===== config.mk =====
export PLATFORM = sky130hd
export DESIGN_NAME = rv32i_seq_ctrl
export DESIGN_NICKNAME = d
export VERILOG_FILES = /design/src/rtl/rv32i_seq_ctrl.sv
export SDC_FILE = /design/constraint.sdc
export NUM_CORES = 1
export LEC_CHECK = 0
export BUFFER_PORTS_ARGS = -buffer_cell sky130_fd_sc_hd__buf_2
export CAP_MARGIN = 10
export CORE_AREA = 4 4 100 172
export CTS_CLUSTER_SIZE = 24
export DETAILED_ROUTE_END_ITERATION = 10
export DIE_AREA = 0 0 104 176
export HOLD_SLACK_MARGIN = 0.05
export PLACE_DENSITY = 0.58
export SETUP_SLACK_MARGIN = 0.02
export SLEW_MARGIN = 20
export SYNTH_ARGS = -nofsm -noshare
export SYNTH_HDL_FRONTEND = slang
export SYNTH_SLANG_ARGS = --single-unit

===== constraint.sdc =====
create_clock -name clk -period 2.4 [get_ports clk]
set_clock_uncertainty 0.2 [all_clocks]
set_input_delay 0.36 -clock clk [delete_from_list [all_inputs] [get_ports clk]]
set_output_delay 0.36 -clock clk [all_outputs]
set_load 0.005 [all_outputs]

===== src/rtl/rv32i_seq_ctrl.sv =====
// -----------------------------------------------------------------------------
// rv32i_seq_ctrl
//
// Multi-cycle sequencer for the RV32I core. It fetches an instruction and
// latches it for the decoder. It then steps the datapath through DECODE, EXEC,
// optional MEM and WB. It owns the architectural PC and issues the
// register-file and CSR write strobes.
//
// Instruction flow (zero-wait memory):
//   ALU / branch / jump : FETCH -> DECODE -> EXEC -> WB          (4 cycles)
//   load / store        : FETCH -> DECODE -> EXEC -> MEM -> WB   (5 cycles)
//   Each memory wait cycle adds one cycle.
//
// Optional feature (macro RV32I_SEQ_PERF_EN):
//   When defined, the block adds the 64-bit outputs cycle_cnt and instret_cnt.
//   When undefined, neither the ports nor the counter logic exist.
//
// Parameters:
//   RESET_PC  PC loaded on reset.
//   WB_MEM    decoder wb_from code for "write back from memory" (loads).
//   WB_PC     decoder wb_from code for "write back PC+4" (JAL/JALR).
//
// Ports:
//   clk, rst         core clock; synchronous active-high reset
//   run              execution enable, sampled only at instruction boundaries
//   imem_req/addr    fetch request (held until accepted) and fetch address (=pc)
//   imem_ready/rdata fetch accept / fetched word
//   ir               latched instruction word for the decoder
//   dec_*            decoder control fields for the current instruction
//   branch_taken     ALU branch-compare result
//   target_pc        datapath jump/branch target
//   dmem_req/we      data access request; we=1 store, we=0 load
//   dmem_ready       data access complete
//   rf_we, csr_we    single-cycle write strobes, asserted in WB
//   pc               current instruction PC
//   halted           high while idle
//   fault            sticky misaligned-target fault
//   cycle_cnt        (perf only) cycles spent outside IDLE and FAULT
//   instret_cnt      (perf only) retired instructions
// -----------------------------------------------------------------------------
module rv32i_seq_ctrl #(
  parameter logic [31:0] RESET_PC = 32'h0000_0000,
  parameter logic [2:0]  WB_MEM   = 3'd1,
  parameter logic [2:0]  WB_PC    = 3'd2
) (
  input  logic        clk,
  input  logic        rst,
  input  logic        run,
  // instruction memory port
  output logic        imem_req,
  output logic [31:0] imem_addr,
  input  logic        imem_ready,
  input  logic [31:0] imem_rdata,
  // decoder interface
  output logic [31:0] ir,
  input  logic        dec_mem_op,
  input  logic [2:0]  dec_wb_from,
  input  logic        dec_r_we,
  input  logic        dec_csr_we,
  input  logic [4:0]  dec_rd,
  // datapath
  input  logic        branch_taken,
  input  logic [31:0] target_pc,
  // data memory port
  output logic        dmem_req,
  output logic        dmem_we,
  input  logic        dmem_ready,
  // write strobes and status
  output logic        rf_we,
  output logic        csr_we,
  output logic [31:0] pc,
  output logic        halted,
  output logic        fault
`ifdef RV32I_SEQ_PERF_EN
  ,
  output logic [63:0] cycle_cnt,
  output logic [63:0] instret_cnt
`endif
);

  localparam logic [31:0] NOP = 32'h0000_0013;  // addi x0, x0, 0

  typedef enum logic [2:0] {
    S_IDLE   = 3'd0,
    S_FETCH  = 3'd1,
    S_DECODE = 3'd2,
    S_EXEC   = 3'd3,
    S_MEM    = 3'd4,
    S_WB     = 3'd5,
    S_FAULT  = 3'd6
  } state_t;

  state_t      state;
  state_t      state_nxt;
  logic [31:0] next_pc;      // PC of the following instruction, captured in EXEC
  logic        is_mem;       // current instruction accesses data memory
  logic        take_target;  // jump, or branch taken
  logic        misaligned;   // captured next_pc is not word aligned

  assign is_mem      = (dec_wb_from == WB_MEM) || dec_mem_op;
  assign take_target = (dec_wb_from == WB_PC) || branch_taken;
  assign misaligned  = (next_pc[1:0] != 2'b00);

  // ---------------------------------------------------------------------------
  // State and architectural registers
  // ---------------------------------------------------------------------------
  // NOTE: sequential state uses non-blocking assignments only, so every
  // register samples its inputs from before the clock edge regardless of the
  // order of statements or processes.
  always_ff @(posedge clk) begin
    if (rst) begin
      state   <= S_IDLE;
      pc      <= RESET_PC;
      ir      <= NOP;
      next_pc <= RESET_PC;
    end else begin
      state <= state_nxt;

      if (state == S_FETCH && imem_ready) begin
        ir <= imem_rdata;
      end

      // pc + 4 wraps naturally at 2^32 because the sum is kept to 32 bits.
      if (state == S_EXEC) begin
        next_pc <= take_target ? target_pc : (pc + 32'd4);
      end

      // A misaligned target leaves pc pointing at the faulting instruction.
      if (state == S_WB && !misaligned) begin
        pc <= next_pc;
      end
    end
  end

  // ---------------------------------------------------------------------------
  // Next-state logic
  // ---------------------------------------------------------------------------
  // NOTE: every output of a combinational block gets a default at the top, so
  // no path leaves a signal unassigned and no latch is inferred.
  always_comb begin
    state_nxt = state;
    unique case (state)
      S_IDLE:   if (run) state_nxt = S_FETCH;
      S_FETCH:  if (imem_ready) state_nxt = S_DECODE;
      S_DECODE: state_nxt = S_EXEC;
      S_EXEC:   state_nxt = is_mem ? S_MEM : S_WB;
      S_MEM:    if (dmem_ready) state_nxt = S_WB;
      S_WB: begin
        if (misaligned) state_nxt = S_FAULT;
        else if (run)   state_nxt = S_FETCH;
        else            state_nxt = S_IDLE;
      end
      S_FAULT:  state_nxt = S_FAULT;
      default:  state_nxt = S_IDLE;
    endcase
  end

  // ---------------------------------------------------------------------------
  // Outputs: strobes are decoded from the state register only, so they drop
  // on the cycle after rst is sampled. Write strobes last exactly one cycle
  // because WB is always left after one cycle.
  // ---------------------------------------------------------------------------
  always_comb begin
    imem_req = 1'b0;
    dmem_req = 1'b0;
    dmem_we  = 1'b0;
    rf_we    = 1'b0;
    csr_we   = 1'b0;
    halted   = 1'b0;
    fault    = 1'b0;
    unique case (state)
      S_IDLE:  halted = 1'b1;
      S_FETCH: imem_req = 1'b1;
      S_MEM: begin
        dmem_req = 1'b1;
        dmem_we  = dec_mem_op;
      end
      S_WB: begin
        // x0 is hard-wired to zero, so a write to it is suppressed here.
        rf_we  = dec_r_we && (dec_rd != 5'd0);
        csr_we = dec_csr_we;
      end
      S_FAULT: fault = 1'b1;
      default: ;
    endcase
  end

  assign imem_addr = pc;

`ifdef RV32I_SEQ_PERF_EN
  // ---------------------------------------------------------------------------
  // Performance counters. Both wrap at 2^64.
  // ---------------------------------------------------------------------------
  always_ff @(posedge clk) begin
    if (rst) begin
      cycle_cnt   <= 64'd0;
      instret_cnt <= 64'd0;
    end else begin
      if (state != S_IDLE && state != S_FAULT) begin
        cycle_cnt <= cycle_cnt + 64'd1;
      end
      // An instruction retires only if its WB does not end in FAULT.
      if (state == S_WB && !misaligned) begin
        instret_cnt <= instret_cnt + 64'd1;
      end
    end
  end
`endif

endmodule

==> results.tsv <==
metric	value	unit
status	finished clean	
wirelength, routed	15.0	mm
ANT nets after route	0	
post-synth top area share	42.5	%
Rows	61	
CP Capture Type	flop	
Total GRT Usage	16.0	%
Slew HR	61.9	%
DR WL/cell	15.6	um
sequential-to-total area share from yosys stat	42.5	%
Net Switching	0.922	mW
Layout Nets	853	
Clock Power Share	39.5	%
total negative slack	0	ns
#FFs+latches synth	99	
Clk pin slew, worst setup/hold paths	0.07	ns
CTS H-tree lvls	3	
largest net degree at the start of global routing	101	
layout overhead on the synthesized area	31.9	%
Post-CTS Setup Repair Bufs	0	
Via Count	4612	
Mean Syn Cell Area	7.80	um^2
Internal Power	2.71	mW
global-route wire length before repair	23.6	mm
RSZ-0062 raised after global routing	false	
share of layout cells above drive strength 1	30.5	%
final core occ	38.7	%
XOR/XNOR Fraction of Synth Area	5.08	%
hold depth	3	
Die H	176	um
Post-Synth Adder-Cell Area	0.269	%
ANT cells	0	
synth warn	0	
total CTS buffers	9	
hpwl dp	10.6	mm
number of synthesized flops with an enable pin	0	
fmax	464	MHz
main combinational cell family by area after synthesis	simple AND/OR/NAND/NOR gates	
Critical Path Source Type	flop	
Netlist cell types	43	
TritonCTS clock tree	done	
clock root buffer	clkbuf_16	
I/O pin count	184	
vias in the first global route	4575	
worst-path maximum fanout	6	
DP Area	0.00561	mm^2
most frequent cells in the layout	buf_2 (182), nand2_1 (150), dfxtp_1 (99)	
TritonRoute pass-1 iters	4	
Top FF cell, synth	dfxtp_1	
synthesized cell area	0.00466	mm^2
Final setup viols	0	
Period minus WS final	2.15	ns
# port buffers	183	
Fin. Hold Viols	0	
static leakage	2.63	nW
PD cells	592	mW/mm^2
Sink Count	99	
Critical Path RT	2.44	ns
synth top area cells	dfxtp_1 (43%), nand2_1 (12%), a21oi_1 (8.6%)	
Post-Layout Cell Count	964	
CP arrival	2.20	ns
crit path kind	flop to flop	
complex-gate fraction of the synthesized area	15.5	%
Synth async-reset ratio	0	%
Worst Reg-to-Reg Cells	5	
Max clock buf depth	2	
GRT Residual Overflow	0	
measured slew at the worst slew-check pin	0.569	ns
final instance area	0.00614	mm^2
Die Footprint	0.0183	mm^2
chip width	104	um
Max Cap Violations	0	
initial antenna violation count	1	
Initial Util	29.3	%
combinational share of power	12.5	%
commonest non-fill, non-tap cell in the layout	buf_2	
sw frac	25.4	%
biggest area consumer among synthesized cells	dfxtp_1	
DR iter-0 viols	175	
Via density	4.78	
Simple-Gate Fraction of Synth Area	26.2	%
mux contribution to synthesized area	0.886	%
worst hold path class	input port to flop	
power share of the sequential group	48.0	%
worst skew pair latency	0.34	ns
core area	0.0159	mm^2
crit share post-route	89.8	%
Syn Nets	679	
Slew Limit Fails	0	
Peak supply drop	0.292	mV
post-synthesis cell count	597	
routability cong.	0.792	
placed cells	925	
drt drc	0	
[cells by family (layout without fill, tap and decap cells)]
logic type               Yosys count  after routing
multiplexers                       4              4
adder cells (fa/ha/maj)            1              1
AND/OR/NAND/NOR                  267            267
XOR/XNOR                          27             27
buffers and inverters             77            255
flip-flops                        99             99
AO/OA/AOI/OAI                    122            122
[worst paths after layout]
check	slack, ns	endpoint	from
setup / recovery	0.25	next_pc[30]	imem_addr[13]
hold / removal	0.06	ir[11]	imem_rdata[11]
setup reg to reg	0.25	next_pc[30]	imem_addr[13]
hold reg to reg	0.25	ir[29]	ir[29]
[metal layers]
layer | track usage (%) | up-vias | wire length [um] | part of all wire (%)
met1 | 17.1 | 2123 | 5740 | 38
met4 | 7.10 | 2 | 485 | 3.2
met3 | 3.40 | 30 | 700 | 4.7
met5 | 0 | - | 13 | 0.086
met2 | 30.0 | 130 | 8100 | 54
li1 | - | 2327 | - | -
[metrics by stage]
stage	worst slack [ns]	hold slack (ns)	power, mW
3_5_place_dp	0.236	0.244	2.21
3_3_place_gp	0.275	0.239	2.21
4_1_cts	0.195	0.0506	3.70
2_1_floorplan	0.412	0.229	2.01
5_1_grt	0.0818	0.0586	3.81
6_report	0.246	0.0595	3.64
[registers in the layout, summed over array words and instances, names as in the netlist]
name and cells:
state 3, ir 32, next_pc 32, imem_addr 32
[worst max-delay path, cell delays in order (launching register included)]
cell       delay [ns]
dfxtp_1          0.48
nand4_4          0.20
nor3_1           0.49
nand3_1          0.16
xor2_1           0.18
a2111oi_2        0.35
[power groups by stage]
stage	registers (mW)	clock network (mW)	logic, mW
after floorplan	1.78	0	0.239
after global placement	1.78	0	0.424
after detailed placement	1.78	0	0.427
after CTS	1.75	1.50	0.458
after global routing	1.75	1.54	0.510
final	1.75	1.44	0.455
[synth_stat cells (all sizes together), types with 10 or more instances]
| cell type | n |
|---|---|
| nor3 | 10 |
| clkbuf | 26 |
| a21oi | 80 |
| dfxtp | 99 |
| buf | 45 |
| nand3 | 21 |
| xnor2 | 10 |
| nand2 | 150 |
| o22ai | 12 |
| xor2 | 17 |
| nor2 | 37 |
| and3 | 14 |
[cell type report]
class,instances,area [um^2]
clock buffer,11,233
clock inverter,4,52.6
multi-input combinational,421,2240
inverter,6,22.5
timing repair buffer,234,1370
fill,1696,9730
sequential,99,1980
tap,189,236
[timing repair]
| item | CTS | global route |
|---|---|---|
| endpoints found under the hold margin | 24 | 0 |
| setup endpoints to repair | 0 | 1 |
| hold buffers | 24 | 0 |
| resized for setup | 0 | 1 |
(Power assumes the default switching activity.)
